### src/rtl/nibble_serial_adder_ctrl.sv
// Serial WIDTH-bit add/subtract sequencer built around a single 4-bit carry-select slice.
// Walks the operands LS nibble first, registering the inter-slice carry, and holds the result until accepted.

module nibble_csa_slice (
    input  logic       cin,
    input  logic [3:0] a,
    input  logic [3:0] b,
    output logic [3:0] sum,
    output logic       cout
);

    logic [4:0] sum0;
    logic [4:0] sum1;

    // Both carry hypotheses are computed in parallel; the late-arriving carry only drives the mux.
    assign sum0 = {1'b0, a} + {1'b0, b};
    assign sum1 = {1'b0, a} + {1'b0, b} + 5'd1;
    assign {cout, sum} = cin ? sum1 : sum0;

endmodule

module nibble_serial_adder_ctrl #(
    parameter int unsigned WIDTH = 16
) (
    input  logic             clk,
    input  logic             rst,
    input  logic             in_valid,
    output logic             in_ready,
    input  logic [WIDTH-1:0] op_a,
    input  logic [WIDTH-1:0] op_b,
    input  logic             sub,
    input  logic             cin,
    output logic             out_valid,
    input  logic             out_ready,
    output logic [WIDTH-1:0] result,
    output logic             cout,
    output logic             overflow,
    output logic             busy
);

    localparam int unsigned NSLICE = WIDTH / 4;
    localparam int unsigned IDXW   = (NSLICE > 1) ? $clog2(NSLICE) : 1;
    localparam int unsigned LAST   = NSLICE - 1;

    typedef enum logic [1:0] {
        S_IDLE = 2'd0,
        S_RUN  = 2'd1,
        S_DONE = 2'd2
    } state_t;

    state_t            state_q, state_d;
    logic [WIDTH-1:0]  a_q, a_d;
    logic [WIDTH-1:0]  b_q, b_d;
    logic              carry_q, carry_d;
    logic [IDXW-1:0]   idx_q, idx_d;
    logic [WIDTH-1:0]  result_q, result_d;
    logic              cout_q, cout_d;
    logic              ovf_q, ovf_d;

    logic [3:0]        slice_a;
    logic [3:0]        slice_b;
    logic [3:0]        slice_sum;
    logic              slice_cout;
    logic [IDXW+1:0]   nib_base;

    // Nibble select for the current slice position.
    assign nib_base = {idx_q, 2'b00};
    assign slice_a  = a_q[nib_base +: 4];
    assign slice_b  = b_q[nib_base +: 4];

    nibble_csa_slice u_slice (
        .cin  (carry_q),
        .a    (slice_a),
        .b    (slice_b),
        .sum  (slice_sum),
        .cout (slice_cout)
    );

    // Next-state and datapath update.
    always_comb begin
        state_d  = state_q;
        a_d      = a_q;
        b_d      = b_q;
        carry_d  = carry_q;
        idx_d    = idx_q;
        result_d = result_q;
        cout_d   = cout_q;
        ovf_d    = ovf_q;

        case (state_q)
            S_IDLE: begin
                if (in_valid) begin
                    a_d     = op_a;
                    b_d     = sub ? ~op_b : op_b;
                    carry_d = sub ? 1'b1 : cin;
                    idx_d   = '0;
                    state_d = S_RUN;
                end
            end
            S_RUN: begin
                result_d[nib_base +: 4] = slice_sum;
                carry_d                 = slice_cout;
                if (idx_q == IDXW'(LAST)) begin
                    cout_d  = slice_cout;
                    // Signed overflow: like-signed operands producing an opposite-signed sum.
                    ovf_d   = (a_q[WIDTH-1] == b_q[WIDTH-1]) && (slice_sum[3] != a_q[WIDTH-1]);
                    state_d = S_DONE;
                end else begin
                    idx_d = idx_q + IDXW'(1);
                end
            end
            S_DONE: begin
                if (out_ready) begin
                    state_d = S_IDLE;
                end
            end
            default: begin
                state_d = S_IDLE;
            end
        endcase
    end

    always_ff @(posedge clk or posedge rst) begin
        if (rst) begin
            state_q <= S_IDLE;
        end else begin
            state_q <= state_d;
        end
    end

    always_ff @(posedge clk or posedge rst) begin
        if (rst) begin
            a_q      <= '0;
            b_q      <= '0;
            carry_q  <= 1'b0;
            idx_q    <= '0;
            result_q <= '0;
            cout_q   <= 1'b0;
            ovf_q    <= 1'b0;
        end else begin
            a_q      <= a_d;
            b_q      <= b_d;
            carry_q  <= carry_d;
            idx_q    <= idx_d;
            result_q <= result_d;
            cout_q   <= cout_d;
            ovf_q    <= ovf_d;
        end
    end

    // Handshake flags are pure state decodes; no input reaches them combinationally.
    assign in_ready  = (state_q == S_IDLE);
    assign out_valid = (state_q == S_DONE);
    assign busy      = (state_q != S_IDLE);
    assign result    = result_q;
    assign cout      = cout_q;
    assign overflow  = ovf_q;

endmodule

### config.mk
export PLATFORM = sky130hd
export DESIGN_NAME = nibble_serial_adder_ctrl
export DESIGN_NICKNAME = d
export VERILOG_FILES = /design/src/rtl/nibble_serial_adder_ctrl.sv
export SDC_FILE = /design/constraint.sdc
export NUM_CORES = 1
export LEC_CHECK = 0
export ABC_AREA = 0
export CORE_MARGIN = 2
export CORE_UTILIZATION = 40
export CTS_BUF_LIST = sky130_fd_sc_hd__clkbuf_16
export DETAILED_ROUTE_END_ITERATION = 16
export DONT_BUFFER_PORTS = 1
export HOLD_SLACK_MARGIN = 0.02
export SYNTH_ARGS = -nofsm -noshare
export SYNTH_HDL_FRONTEND = slang
export SYNTH_SLANG_ARGS = --single-unit
### constraint.sdc
create_clock -name clk -period 4.3 [get_ports clk]
set_clock_uncertainty 0.15 [all_clocks]
set_input_delay 0.645 -clock clk [delete_from_list [all_inputs] [get_ports clk]]
set_output_delay 0.645 -clock clk [all_outputs]
set_load 0.005 [all_outputs]
==> results.cfg <==
[logic_synthesis]
synth_top_area_share = 0.505
yosysWarnings = 0
synth-edff-count = 0
synth_top_cells_by_area = dfrtp_1, mux2_2, mux4_2
synth.most_common_cell = dfrtp_1
syn_nets = 292
async_flop_share = 1.00
yosysUniqueCellTypes = 33
netlist_instances = 242
synth_commonest_cells = dfrtp_1, nand2_1, nor2_1
syn-cell-area_um2 = 2730
synthFlopType = dfrtp_1
seq_area_frac_synth = 0.505
syn_area_per_cell_um2 = 11.3
synth-seq-cells = 55
synth_top_area_cell = dfrtp_1

[floorplan]
initial_utilization = 0.408
die_h_um = 86.5
core.rowCount = 30
core_um2 = 6680
ios = 59
die_x_um = 86.5
die-area_um2 = 7490

[critical_path]
crit_type = flop to flop
crit_arrival_ns = 3.37
worstPathMaxFanout = 16
cpPeakStageDelay_ns = 0.82
required_ns = 4.33
crit_chain = mux4_2 > ha_1 > inv_1 > fa_1 > xnor2_1 > and4_1 > or3_4 > and2_4 > a221o_1
cp-end-kind = flop
r2r_slack_ns = 0.95
slowest_stage = dfrtp_1
cp-start-kind = flop

[worst_hold_path]
min_path_type = input port to asynchronous set/reset pin

[timing]
rsz0062_at_grt = false
fin_crit_ns = 3.35
slew_violations = 0
fin_setup_tns_ns = 0
setup_viol = 0
relSlewSlack = 0.401
max_freq_ghz = 0.299
hold_viol = 0
worst_slack_ns = 0.954
worst_pin_slew_ns = 0.899
fin_crit_sh = 0.778

[pwr]
power.density_nw_per_um2 = 967
p_sw_mw = 1.18
netSwitchingFraction = 0.416
peakVddDrop_mv = 0.458
p_leak_nw = 1.24
intPower_mw = 1.65
p_seq_frac = 0.346
pwr-share-clk = 0.135
comb_power_share = 0.519

[clock_network]
numClockSinks = 55
clock_latency_ns = 0.29
clock_path_buffers = 2
clkTransAtPathRegs_ns = 0.07
h-tree-depth = 2
root_buffer = clkbuf_16
post_cts_resized = 0
cts_tree = done
numCtsBuffers = 5
hold_buffers = 0
cts_setup_buffers = 0

[status]
status = finished clean

[global_route]
grt_pass1_wl_mm = 8.45
overflow = 0
gr-usage-all-layers = 0.148
grt_pass1_vias = 1742
grt_max_degree = 56
antenna_found_initial = 0

[layout]
fin_cells = 321
register_area_um2 = 1380
synthToLayoutAreaGrowth_pct = 7.44
nFillCells = 644
fin_util = 0.438
multi_input_area_um2 = 1270
antenna_cells = 0
final_area_um2 = 2930
drive_gt1_frac = 0.154
fin_nets = 290

[route]
wl_mm = 5.12
drc = 0
postRouteAntennaNets = 0
first_pass_iters = 4
viasPerCell = 5.27
drt_iter0_markers = 54
vias = 1693
avgRoutedWirePerCell_um = 16.0

[place]
globalplace.congestion = 0.752
place_area_um2 = 2790
pre_cts_slack_ns = 0.938
dp_hpwl_mm = 3.78
placed_cells = 313
io_buffers = 0

[run]
maxCapViolations = 0
cell type report:
cell class / count / share of cell area
inverters: 11 / 0.0141
clock inverters: 3 / 0.00385
multi-input cells: 166 / 0.432
well taps: 80 / 0.0342
clock buffers: 5 / 0.0427
repair buffers: 1 / 0.00256
flip-flops and latches: 55 / 0.470
sequential cells by signal (all words and copies together) (netlist names):
register  flops
idx_q         2
state_q       2
carry_q       1
result       16
overflow      1
cout          1
b_q          16
a_q          16
power by group through the flow:
stage               registers, mW  logic (mW)  clock network (mW)
finish                      0.981        1.47               0.383
global route                 1.03        1.67               0.410
CTS                         0.990        1.50               0.394
detailed placement          0.997        1.50                   0
global placement            0.992        1.46                   0
floorplan                   0.893        1.24                   0
worst paths after layout:
path / start / end / cells after the start
max: idx_q[0] / overflow / 9
min: rst / result[12] / 2
max reg2reg: idx_q[0] / overflow / 9
min reg2reg: a_q[12] / a_q[12] / 1
max in group asynchronous: rst / result[7] / 2
min in group clk: out_ready / state_q[1] / 1
metal layers:
metal  part of all wire  global-route usage  vias up
met5                  0                   0        -
met4              0.014              0.0554        0
met3              0.056              0.0438        7
met2               0.48               0.234       44
met1               0.45               0.192      812
li1                   -                   -      830
placed cells by master (no fill, tap or decap), types with 5 or more instances in the layout:
cell | synthesis | final
o21ai_0 | 22 | 22
xnor2_1 | 18 | 18
a21oi_1 | 18 | 18
mux2_2 | 17 | 17
clkbuf_16 | 0 | 5
dfrtp_1 | 55 | 55
ha_1 | 11 | 11
nor2_1 | 23 | 23
nand2_1 | 25 | 25
inv_1 | 11 | 11
mux4_2 | 8 | 8
through the flow:
stage | hold slack, ns | power (mW)
after floorplan | 0.323 | 2.13
after global placement | 0.337 | 2.45
after detailed placement | 0.344 | 2.49
after CTS | 0.303 | 2.88
after global routing | 0.305 | 3.10
final | 0.271 | 2.83
cells by family (layout without fill, tap and decap cells):
group | count (synthesis) | after routing | synth area share
multiplexers | 26 | 26 | 0.140
buffers and inverters | 21 | 20 | 0.0308
XOR/XNOR | 20 | 20 | 0.0643
AND/OR/NAND/NOR | 63 | 63 | 0.106
flip-flops | 55 | 55 | 0.505
adder cells (fa/ha/maj) | 12 | 12 | 0.0579
AO/OA/AOI/OAI | 45 | 45 | 0.0960
critical path: cells and delay by family, from the launching register on:
kind                     cells  cell delay (ns)
flip-flops                   1             0.82
AND/OR/NAND/NOR              3             0.77
multiplexers                 1             0.60
adder cells (fa/ha/maj)      2             0.42
AO/OA/AOI/OAI                1             0.28
XOR/XNOR                     1             0.12
buffers and inverters        1             0.07
Power figures use the tool's default switching activity.
